--- src/rtl/fetch_pkg.sv ---
// Shared fetch-stage types and constants: FSM states, HALT opcode, default widths
// and the opcode[7:6] length encoding.
package fetch_pkg;

    localparam int ADDR_W_DEF = 6;
    localparam int DATA_W_DEF = 8;

    localparam logic [7:0] OP_HALT = 8'hFF;

    // opcode[7:6] encodings; anything else is a 3-byte instruction
    localparam logic [1:0] ENC_1B = 2'b00;
    localparam logic [1:0] ENC_2B = 2'b01;

    localparam logic [1:0] LEN_1 = 2'd1;
    localparam logic [1:0] LEN_2 = 2'd2;
    localparam logic [1:0] LEN_3 = 2'd3;

    typedef enum logic [2:0] {
        FETCH,
        LATCH,
        VALID,
        HALT,
        ERR
    } state_t;

endpackage

--- src/rtl/instr_len_dec.sv ---
// Combinational opcode decode: instruction length (1..3) from the top two opcode
// bits, plus HALT detection. Zero latency, no flow control.
import fetch_pkg::*;

module instr_len_dec #(
    parameter int DATA_W = DATA_W_DEF
) (
    input  logic [DATA_W-1:0] i_opcode,
    output logic [1:0]        o_len,
    output logic              o_is_halt
);

    always_comb begin
        o_len = LEN_3;
        case (i_opcode[DATA_W-1 -: 2])
            ENC_1B:  o_len = LEN_1;
            ENC_2B:  o_len = LEN_2;
            default: o_len = LEN_3;
        endcase
        o_is_halt = (i_opcode == DATA_W'(OP_HALT));
    end

endmodule

--- src/rtl/fetch_unit.sv ---
// Fetch stage: PC + RAM address, instruction register, valid/ready to decoder; 2 edges
// FETCH->valid, fields held while !instr_ready. FETCH_PERF_CNT_EN adds instr_count.
import fetch_pkg::*;

module fetch_unit #(
    parameter int                ADDR_W   = ADDR_W_DEF,
    parameter int                DATA_W   = DATA_W_DEF,
    parameter logic [ADDR_W-1:0] RESET_PC = '0
) (
    input  logic              clk,
    input  logic              rst,
    output logic [ADDR_W-1:0] ram_addr,
    output logic              ram_we,
    input  logic [DATA_W-1:0] ram_opcode,
    input  logic [DATA_W-1:0] ram_op1,
    input  logic [DATA_W-1:0] ram_op2,
    output logic              instr_valid,
    input  logic              instr_ready,
    output logic [DATA_W-1:0] instr_opcode,
    output logic [DATA_W-1:0] instr_op1,
    output logic [DATA_W-1:0] instr_op2,
    output logic [ADDR_W-1:0] instr_pc,
    output logic [1:0]        instr_len,
    input  logic              jump_valid,
    input  logic [ADDR_W-1:0] jump_addr,
    output logic              halted,
    output logic              fetch_err
`ifdef FETCH_PERF_CNT_EN
    ,
    output logic [15:0]       instr_count
`endif
);

    state_t              r_state;
    logic [ADDR_W-1:0]   r_pc;
    logic                r_vld;
    logic [DATA_W-1:0]   r_opc;
    logic [DATA_W-1:0]   r_op1;
    logic [DATA_W-1:0]   r_op2;
    logic [ADDR_W-1:0]   r_ipc;
    logic [1:0]          r_len;
    logic                r_halted;
    logic                r_err;

    logic [1:0]          w_len;
    logic                w_is_halt;
    logic [ADDR_W:0]     w_last;
    logic                w_cross;
    logic                w_hs;

    instr_len_dec #(
        .DATA_W (DATA_W)
    ) u_len_dec (
        .i_opcode  (ram_opcode),
        .o_len     (w_len),
        .o_is_halt (w_is_halt)
    );

    // Address of the last byte, one bit wider so running past the top of memory is visible
    assign w_last  = {1'b0, r_pc} + (ADDR_W+1)'(w_len) - (ADDR_W+1)'(1);
    assign w_cross = (w_last > {1'b0, {ADDR_W{1'b1}}});
    assign w_hs    = r_vld && instr_ready;

    always_ff @(posedge clk or posedge rst) begin
        if (rst) begin
            r_state  <= FETCH;
            r_pc     <= RESET_PC;
            r_vld    <= 1'b0;
            r_opc    <= '0;
            r_op1    <= '0;
            r_op2    <= '0;
            r_ipc    <= '0;
            r_len    <= '0;
            r_halted <= 1'b0;
            r_err    <= 1'b0;
        end else if (jump_valid) begin
            // A pending instruction is dropped (or counted as consumed if handshaking now)
            r_state  <= FETCH;
            r_pc     <= jump_addr;
            r_vld    <= 1'b0;
            r_halted <= 1'b0;
            r_err    <= 1'b0;
        end else begin
            case (r_state)
                FETCH: r_state <= LATCH;
                LATCH: begin
                    if (w_is_halt) begin
                        r_state  <= HALT;
                        r_halted <= 1'b1;
                    end else if (w_cross) begin
                        r_state <= ERR;
                        r_err   <= 1'b1;
                    end else begin
                        r_state <= VALID;
                        r_vld   <= 1'b1;
                        r_opc   <= ram_opcode;
                        r_op1   <= (w_len != LEN_1) ? ram_op1 : '0;
                        r_op2   <= (w_len == LEN_3) ? ram_op2 : '0;
                        r_ipc   <= r_pc;
                        r_len   <= w_len;
                    end
                end
                VALID: begin
                    if (w_hs) begin
                        r_state <= FETCH;
                        r_vld   <= 1'b0;
                        r_pc    <= r_pc + ADDR_W'(r_len);
                    end
                end
                HALT:    r_state <= HALT;
                ERR:     r_state <= ERR;
                default: r_state <= FETCH;
            endcase
        end
    end

`ifdef FETCH_PERF_CNT_EN
    logic [15:0] r_count;

    always_ff @(posedge clk or posedge rst) begin
        if (rst) begin
            r_count <= '0;
        end else if (w_hs && (r_count != 16'hFFFF)) begin
            r_count <= r_count + 16'd1;
        end
    end

    assign instr_count = r_count;
`endif

    assign ram_addr     = r_pc;
    assign ram_we       = 1'b0;
    assign instr_valid  = r_vld;
    assign instr_opcode = r_opc;
    assign instr_op1    = r_op1;
    assign instr_op2    = r_op2;
    assign instr_pc     = r_ipc;
    assign instr_len    = r_len;
    assign halted       = r_halted;
    assign fetch_err    = r_err;

endmodule

--- config.mk ---
export PLATFORM = sky130hd
export DESIGN_NAME = fetch_unit
export DESIGN_NICKNAME = d
export VERILOG_FILES = /design/src/rtl/fetch_pkg.sv /design/src/rtl/instr_len_dec.sv /design/src/rtl/fetch_unit.sv
export SDC_FILE = /design/constraint.sdc
export NUM_CORES = 1
export LEC_CHECK = 0
export ABC_AREA = 1
export CORE_ASPECT_RATIO = 1.5
export CORE_UTILIZATION = 51
export CTS_BUF_LIST = sky130_fd_sc_hd__clkbuf_8
export CTS_CLUSTER_SIZE = 10
export DETAILED_ROUTE_END_ITERATION = 10
export PLACE_DENSITY = 0.95
export SLEW_MARGIN = 20
export SYNTH_ARGS = -nofsm -noshare
export SYNTH_HDL_FRONTEND = slang
export SYNTH_HIERARCHICAL = 1
export SYNTH_SLANG_ARGS = --single-unit
--- constraint.sdc ---
create_clock -name clk -period 5.9 [get_ports clk]
set_input_delay 1.18 -clock clk [delete_from_list [all_inputs] [get_ports clk]]
set_output_delay 1.18 -clock clk [all_outputs]
set_load 0.02 [all_outputs]
==> impl_metrics.toml, run 1 <==
[routing]
avgViaCountPerCell = 5.245
dr.pass1.iters = 5
drt-initial-drc-count = 61
drt.antenna.violating_nets = 0
routed_wl_mm = 5.261
drc_errors = 0
vias = 2014
detail_route.wl_per_cell_microns = 13.70

[pwr]
seq_power_share_pct = 34.1
clkPwrFrac_pct = 12.4
finalPower_mw = 1.578
internal-power_mw = 0.8957
power.share.switching_pct = 43.22
p_sw_mw = 0.6819
leakage_nw = 1.481
powerDensity_nw_per_um2 = 514.4
ir_drop_mv = 0.3508
combPwrFrac_pct = 53.5

[synthesis]
synth_xor_area_share_pct = 0.3893
synth.mux.area_fraction_pct = 0
synth_cell_type_count = 31
syn_avg_cell_area_sq_um = 8.426
synth.largest_area_cell = "dfrtp_1"
syn_nets = 313
synthSimpleGateAreaFrac_pct = 22.02
synth_common_cells = "nand2_1 (73), dfrtp_1 (44), inv_1 (27), nand3_1 (22), o21ai_0 (21)"
synth_area_sq_um = 2250
synth.most_common_cell = "nand2_1"
synth_top_family_by_area = "simple AND/OR/NAND/NOR gates"
synth_compound_area_share_pct = 12.96
synth_flop_cell = "dfrtp_1"
synth_edf_count = 0
async_flop_share_pct = 100.0
yosysSeqAreaShare_pct = 48.94
synth-adder-area-share_pct = 7.008
synth_cells = 267
ys_warn_count = 6
synth_top_area_share_pct = 48.94
ys_ff_latch = 44
synth_area_leaders = "dfrtp_1 (49%), nand2_1 (12%), ha_1 (6.1%)"

[cts]
cts_tree = "yes"
hold_buffers = 0
clk_latency_ns = 0.30
numCtsBuffers = 5
clk_pin_slew_ns = 0.08
clock_sinks = 44
htreeDepth = 2
cts_setup_buffers = 0
clock_path_buffers = 2
cts_resized = 0
cts_root_buffer = "clkbuf_8"

[grt]
grt_pass1_wl_mm = 8.956
grtUsageTotal_pct = 24.53
grt_pass1_vias = 1930
gr-total-overflow = 0
grt_max_degree = 58
antenna_found_initial = 0

[setup_path]
worstSetupPathType = "input pin to flop"
critPathLaunchType = "input pin"
worstPathRequired_ns = 6.11
arrival_ns = 4.29
worstPathMaxFanout = 57
endpoint_kind = "flop"

[timing]
period_needed_ns = 4.081
rsz0062_at_grt = "no"
slew_violations = 0
max_freq_mhz = 245.1
finalSetupTns_ns = 0
slew_headroom_pct = 36.16
post-route-period-util_pct = 69.16
finClkSkew_ns = 0.01218
hold_viol_final = 0
setup_violations = 0
tightest_slew_ns = 0.9542

[run_status]
status = "complete, no violations"

[floorplan]
rows = 29
fp.coreArea_sq_um = 4245
io_pins = 76
die-area_sq_um = 4686
die_w_microns = 56.23
die_h_microns = 83.34
initial_core_util_pct = 52.99

[final_layout]
final_area_sq_um = 3067
multiInputGateArea_sq_um = 957.2
nets = 383
post-route-util_pct = 72.24
num-fill-cells = 313
seq_area_sq_um = 1101
final_layout_size_suffix_gt1_share_pct = 5.325
area_delta_synth_final_pct = 36.32
antenna_cells = 0

[placed_design]
dp_hpwl_mm = 3.889
placed_area_sq_um = 2973
port_buffers = 74
gp_congestion = 0.9200

[run]
max_cap_violations = 0

[hold_path]
hold_path_class = "flop to flop"
==> stage by stage <==
stage / instances / setup WS, ns / hold WS, ns
floorplan: 267 / 2.688 / 0.5214
detailed placement: 376 / 1.508 / 0.4676
global route: 384 / 1.442 / 0.5014
CTS: 384 / 1.819 / 0.4884
finish: 384 / 1.819 / 0.4842
global placement: 376 / 1.663 / 0.4660
==> layer usage <==
layer / track usage, % / vias to the layer above / share of wire [%]
met5: 0 / - / 0
met4: 6.874 / 0 / 1.1
met2: 44.26 / 65 / 55
li1: - / 1000 / -
met3: 4.206 / 5 / 4.6
met1: 29.53 / 944 / 40
==> layout make-up <==
cell class,instances,area share [%]
Sequential cell,44,35.90
Clock inverter,2,0.3672
Timing Repair Buffer,75,24.40
Multi-Input combinational cell,182,31.21
Tap cell,46,1.877
Clock buffer,6,2.693
Inverter,29,3.550
==> sequential cells by signal, indices dropped and copies added, names as in the netlist <==
signal        count
instr_op1         8
instr_op2         8
instr_opcode      8
instr_pc          6
ram_addr          6
r_state           3
instr_len         2
fetch_err         1
halted            1
instr_valid       1
==> layout by cell type, fill, tap and decap left out, types with 2 or more instances in the layout <==
cell,count
clkdlybuf4s50_1,74
nand2_1,73
dfrtp_1,44
inv_1,27
nand3_1,22
o21ai_0,21
o21ai_1,16
nor2_1,11
ha_1,11
a21oi_1,7
clkbuf_8,6
o21ai_2,4
nand2_2,3
clkinv_1,2
==> logic make-up (layout without fill, tap and decap cells) <==
kind of cell,after synthesis,in the layout
adder cells (fa/ha/maj),12,12
AND/OR/NAND/NOR,115,115
other,1,1
AO/OA/AOI/OAI,53,53
buffers and inverters,41,112
XOR/XNOR,1,1
flip-flops,44,44
==> power by group through the flow <==
stage	Clock (mW)	Sequential [mW]	Combinational, mW
2_1_floorplan	0	0.670	0.372
3_3_place_gp	0	0.537	0.815
3_5_place_dp	0	0.543	0.847
4_1_cts	0.195	0.538	0.851
5_1_grt	0.212	0.554	0.924
6_report	0.195	0.538	0.844
==> path summary, 6_finish.rpt <==
kind	startpoint	endpoint	slack [ns]	cells past startpoint
setup / recovery	ram_opcode[6]	instr_op1[6]$_DFFE_PP0P_	1.82	15
hold / removal	instr_opcode[2]$_DFFE_PP0P_	instr_opcode[2]$_DFFE_PP0P_	0.48	2
setup reg to reg	ram_addr[1]$_DFFE_PP0P_	instr_op1[6]$_DFFE_PP0P_	3.29	13
hold reg to reg	instr_opcode[2]$_DFFE_PP0P_	instr_opcode[2]$_DFFE_PP0P_	0.48	2
max in group asynchronous	rst	instr_valid$_DFFE_PP0P_	4.19	3
min in group asynchronous	rst	instr_opcode[1]$_DFFE_PP0P_	1.33	3
==> worst max-delay path: stages <==
cell             delay [ns]
clkdlybuf4s50_1        0.53
or2_1                  0.44
inv_1                  0.13
ha_1                   0.30
inv_1                  0.04
ha_1                   0.19
nand2_1                0.06
nand2_1                0.05
nand2_1                0.07
nand2_1                0.05
nand2_1                0.10
nand2_2                0.15
nand2_2                0.73
nand2_1                0.16
o21ai_2                0.10
Note: power is estimated with default switching activity, not from simulation.
==> run 2: changes to the inputs <==
Settings changed: CORE_UTILIZATION 51 to 42, PLACE_DENSITY 0.95 to 0.86.
Clock period 5.9 ns to 3.43 ns, I/O delays scaled along.
==> run 2 against run 1 <==
- sequential share of layout area shrank 0.62 points
- count of clock-buffer cells in the layout shrank 1
- routed wire length shrank 1.6%
- largest cell class unchanged
- first-iteration DRC count grew 43%
- critical path depth grew 1
- combinational power grew 73%
- worst hold slack gained 0.0019 ns
- setup slack lost 1.2 ns
- die area grew 21%
- core utilization shrank 12 points
- clock skew shrank 0.0035 ns
- largest power group unchanged
- non-clock buffer count grew 2
==> impl_metrics.toml, run 2 (synthesis results as in run 1) <==
[final_layout]
mostFrequentLayoutCell = "clkdlybuf4s50_1"
nets = 385
final_layout_size_suffix_gt1_share_pct = 6.471
area_delta_synth_final_pct = 38.71
antenna_cells = 0
final_area_sq_um = 3120
post-route-util_pct = 60.42
num-fill-cells = 459
mostFrequentLayoutCells = "clkdlybuf4s50_1 (74), nand2_1 (73), dfrtp_1 (44), inv_1 (26), nand3_1 (22)"
final_cell_count_no_fill = 408

[cts]
cts_root_buffer = "clkbuf_8"
htreeDepth = 2
cts_setup_buffers = 0
clock_path_buffers = 2
cts_tree = "yes"
clk_pin_slew_ns = 0.09
cts_resized = 0
hold_buffers = 0
clk_latency_ns = 0.30
numCtsBuffers = 5
clock_sinks = 44

[pwr]
power.share.switching_pct = 43.61
seq_power_share_pct = 33.9
combPwrFrac_pct = 53.7
ir_drop_mv = 0.4533
clkPwrFrac_pct = 12.4
internal-power_mw = 1.534
finalPower_mw = 2.720
powerDensity_nw_per_um2 = 871.7
leakage_nw = 1.491
p_sw_mw = 1.186

[routing]
avgViaCountPerCell = 4.917
drc_errors = 0
detail_route.wl_per_cell_microns = 12.69
dr.pass1.iters = 4
vias = 2006
drt.antenna.violating_nets = 0
drt-initial-drc-count = 87
routed_wl_mm = 5.179

[run]
max_cap_violations = 0

[setup_path]
arrival_ns = 3.03
worstSetupPathType = "input pin to flop"
worstPathMaxFanout = 57
cp-startpoint = "ram_opcode[7]"
endpoint_kind = "flop"
critPathLaunchType = "input pin"
r2r-start = "ram_addr[1]$_DFFE_PP0P_"
worstPathRequired_ns = 3.65

[hold_path]
hp-start = "instr_opcode[1]$_DFFE_PP0P_"
hold_path_class = "flop to flop"

[timing]
setup_violations = 0
tightest_slew_ns = 0.9046
slew_violations = 0
finClkSkew_ns = 0.008726
finalSetupTns_ns = 0
max_freq_mhz = 355.8
post-route-period-util_pct = 81.95
slew_headroom_pct = 39.60
rsz0062_at_grt = "no"
hold_viol_final = 0
period_needed_ns = 2.811

[floorplan]
die-area_sq_um = 5659
rows = 32
initial_core_util_pct = 43.56
die_w_microns = 61.76
die_h_microns = 91.64
fp.coreArea_sq_um = 5165
io_pins = 76

[placed_design]
port_buffers = 74
placed_area_sq_um = 3028
dp_hpwl_mm = 3.784
gp_congestion = 0.8860
dpl.cell_count = 400

[grt]
gr-total-overflow = 0
grt_pass1_vias = 1899
grt_max_degree = 58
antenna_found_initial = 0
grtUsageTotal_pct = 19.34
grt_pass1_wl_mm = 8.369

[run_status]
status = "complete, no violations"
[run 2: changes by cell type in the layout (fill, tap and decap cells not counted)]
cell / before / now
buf_4: 1 / 2
buf_12: 0 / 1
clkinvlp_4: 1 / 2
clkinv_4: 0 / 1
clkbuf_8: 6 / 5
clkinv_1: 2 / 1
inv_2: 1 / 2
inv_1: 27 / 26
[run 2: layer usage]
layer | up-vias | GRT usage (%) | wire length, microns
li1 | 1008 | - | -
met1 | 925 | 23.37 | 2155
met2 | 66 | 33.24 | 2702
met3 | 7 | 3.526 | 252
met4 | 0 | 6.481 | 68
met5 | - | 0 | 0
[run 2: worst max-delay path: stages]
cell             delay, ns
clkdlybuf4s50_1       0.51
inv_1                 0.05
nand2_1               0.23
clkinv_1              0.14
ha_1                  0.20
inv_1                 0.05
ha_1                  0.13
nand2_1               0.05
nand2_1               0.06
nand2_1               0.07
nand3_1               0.13
nand2_2               0.17
nand2_2               0.12
buf_12                0.24
nand2_1               0.09
o21ai_1               0.09
[run 2: final cells by class]
cell class              instances  area [sq um]  share of cell area (%)
clock buffers                   5         68.82                   2.205
multi-input cells             182         957.2                   30.67
inverters                      29         108.9                   3.488
repair buffers                 77         775.7                   24.86
flip-flops and latches         44          1101                   35.28
well taps                      68         85.08                   2.727
clock inverters                 3         23.77                  0.7618
[run 2: power groups by stage]
| stage | Combinational [mW] | Sequential [mW] | Clock (mW) |
|---|---|---|---|
| after floorplan | 0.640 | 1.15 | 0 |
| after global placement | 1.43 | 0.922 | 0 |
| after detailed placement | 1.46 | 0.930 | 0 |
| after CTS | 1.47 | 0.922 | 0.338 |
| after global routing | 1.64 | 0.949 | 0.353 |
| final | 1.46 | 0.922 | 0.336 |
[run 2: final timing paths]
check	end	slack, ns	cells after the start
worst min-delay path	instr_opcode[1]$_DFFE_PP0P_	0.49	2
max in group asynchronous	ram_addr[1]$_DFFE_PP0P_	1.97	2
min in group asynchronous	instr_op1[1]$_DFFE_PP0P_	0.89	2
worst min register to register	instr_opcode[1]$_DFFE_PP0P_	0.49	2
worst max register to register	instr_pc[1]$_DFFE_PP0P_	1.27	13
worst max-delay path	instr_pc[1]$_DFFE_PP0P_	0.62	16
[run 2: metrics by stage]
step	hold slack, ns	setup slack, ns
floorplan	0.5214	0.7120
global placement	0.4656	0.4196
detailed placement	0.4685	0.3313
CTS	0.4896	0.6210
global route	0.5083	0.3474
finish	0.4861	0.6191
==> run 3: changes to the inputs <==
Clock period 3.43 ns to 2.25 ns, I/O delays scaled along.
==> run 3 against run 2 <==
- non-clock buffer count is 20 higher
- clock skew hardly changed
- final area is 12% higher
==> impl_metrics.toml, run 3 (synthesis results as in run 1) <==
[run_status]
status = "complete, no violations"

[setup_path]
critPathLaunchType = "input pin"
worstPathMaxFanout = 4
endpoint_kind = "flop"
worstSetupPathType = "input pin to flop"
worstPathRequired_ns = 2.45
arrival_ns = 2.43

[pwr]
p_sw_mw = 2.051
internal-power_mw = 2.701
leakage_nw = 1.708
power.share.switching_pct = 43.17
clkPwrFrac_pct = 10.6
combPwrFrac_pct = 59.6
ir_drop_mv = 0.9132
seq_power_share_pct = 29.8
powerDensity_nw_per_um2 = 1356

[floorplan]
die-area_sq_um = 5659
die_h_microns = 91.64
io_pins = 76
die_w_microns = 61.76
fp.coreArea_sq_um = 5165
rows = 32
initial_core_util_pct = 43.56

[final_layout]
final_layout_size_suffix_gt1_share_pct = 15.24
antenna_cells = 0
mostFrequentLayoutCells = "clkdlybuf4s50_1 (72), nand2_1 (69), dfrtp_1 (44), inv_1 (24), nand3_1 (21)"
seq_area_sq_um = 1101
area_delta_synth_final_pct = 55.73
num-fill-cells = 370
multiInputGateArea_sq_um = 1028
final_area_sq_um = 3503
mostFrequentLayoutCell = "clkdlybuf4s50_1"
final_cell_count_no_fill = 429
nets = 406

[timing]
setup_violations = 0
tightest_slew_ns = 0.5452
finClkSkew_ns = 0.008799
worst_slack_ns = 0.01677
max_freq_mhz = 447.8
slew_violations = 0
post-route-period-util_pct = 99.25
finalSetupTns_ns = 0
period_needed_ns = 2.233
hold_viol_final = 0
slew_headroom_pct = 63.38

[run]
max_cap_violations = 0

[routing]
detail_route.wl_per_cell_microns = 15.15
routed_wl_mm = 6.500
avgViaCountPerCell = 5.149
drt.antenna.violating_nets = 0
dr.pass1.iters = 5
drc_errors = 0
vias = 2209
drt-initial-drc-count = 100

[cts]
htreeDepth = 2
cts_setup_buffers = 0
numCtsBuffers = 5
clk_pin_slew_ns = 0.08
hold_buffers = 0
cts_tree = "yes"
clock_path_buffers = 2
cts_root_buffer = "clkbuf_8"
clock_sinks = 44
clk_latency_ns = 0.30

[grt]
grt_pass1_wl_mm = 9.273
grtUsageTotal_pct = 21.70
gr-total-overflow = 0
grt_pass1_vias = 2046
grt_max_degree = 26
antenna_found_initial = 0

[placed_design]
port_buffers = 74
place_ws_ns = -0.3474
dp_hpwl_mm = 4.034
placed_area_sq_um = 3162
dpl.cell_count = 412
gp_congestion = 0.8574

[hold_path]
hold_path_class = "input pin to asynchronous set/reset pin"
-- run 3: cell types whose count changed in the layout (fill, tap and decap cells not counted), moves of 2 or more --
cell,previous run,this run
buf_12,1,3
clkdlybuf4s50_1,74,72
ha_1,11,9
buf_16,0,2
nand2_4,0,3
nand2_1,73,69
buf_4,2,12
clkinvlp_4,2,0
o21ai_0,21,19
inv_1,26,24
clkbuf_16,0,5
clkinv_2,0,3
-- run 3: timing repair --
item	CTS	global route
pin swaps	2	2
endpoints found under the setup margin	19	36
resized for setup	10	7
cloned	2	7
-- run 3: worst paths after layout --
check                                       startpoint                          end  slack [ns]  cells past startpoint
max in group asynchronous                          rst  instr_opcode[6]$_DFFE_PP0P_        1.27                      3
min in group clk           instr_opcode[7]$_DFFE_PP0P_  instr_opcode[7]$_DFFE_PP0P_        0.48                      2
max reg2reg                    ram_addr[1]$_DFFE_PP0P_     instr_op1[3]$_DFFE_PP0P_        0.07                     13
max                                      ram_opcode[7]     instr_op1[3]$_DFFE_PP0P_        0.02                     15
min                                                rst     instr_op1[5]$_DFFE_PP0P_        0.47                      2
min reg2reg                instr_opcode[7]$_DFFE_PP0P_  instr_opcode[7]$_DFFE_PP0P_        0.48                      2
-- run 3: power groups by stage --
stage	Combinational (mW)	Clock [mW]	Sequential [mW]
final	2.83	0.504	1.42
after global routing	3.08	0.554	1.46
after CTS	2.60	0.519	1.41
after detailed placement	2.42	0	1.42
after global placement	2.34	0	1.41
after floorplan	1.02	0	1.76
-- run 3: worst max-delay path: stages --
cell and delay, ns:
dlygate4sd2_1 0.25, or2_4 0.25, inv_4 0.06, ha_4 0.18, inv_1 0.06, ha_2 0.17
nand2_1 0.07, nand2_2 0.06, nand2_2 0.06, nand2_1 0.08, nand2_2 0.07, nand2_4 0.13
nand2_4 0.12, clkbuf_16 0.20, o21ai_0 0.21
-- run 3: final cells by class --
| class | count | share of cell area [%] |
|---|---|---|
| clock buffer | 6 | 2.357 |
| clock inverter | 2 | 0.2857 |
| inverter | 29 | 3.214 |
| multi-input combinational | 183 | 29.36 |
| sequential | 44 | 31.43 |
| tap | 68 | 2.429 |
| timing repair buffer | 97 | 30.93 |
-- run 3: per-layer routing --
layer	share of wire (%)	GRT usage, %	vias up	routed length, microns
met5	0	0	-	0
met4	2.2	5.370	0	144
met3	4.7	4.090	16	307
met2	57	39.70	90	3732
met1	36	24.63	1051	2315
li1	-	-	1052	-
-- run 3: through the flow --
stage          total power [mW]  hold WS, ns  util [%]
2_1_floorplan             2.782       0.5214         -
3_3_place_gp              3.748       0.4555     61.22
3_5_place_dp              3.840       0.4572     61.22
4_1_cts                   4.523       0.4762     64.61
5_1_grt                   5.093       0.5136     67.83
6_report                  4.752       0.4717     67.83
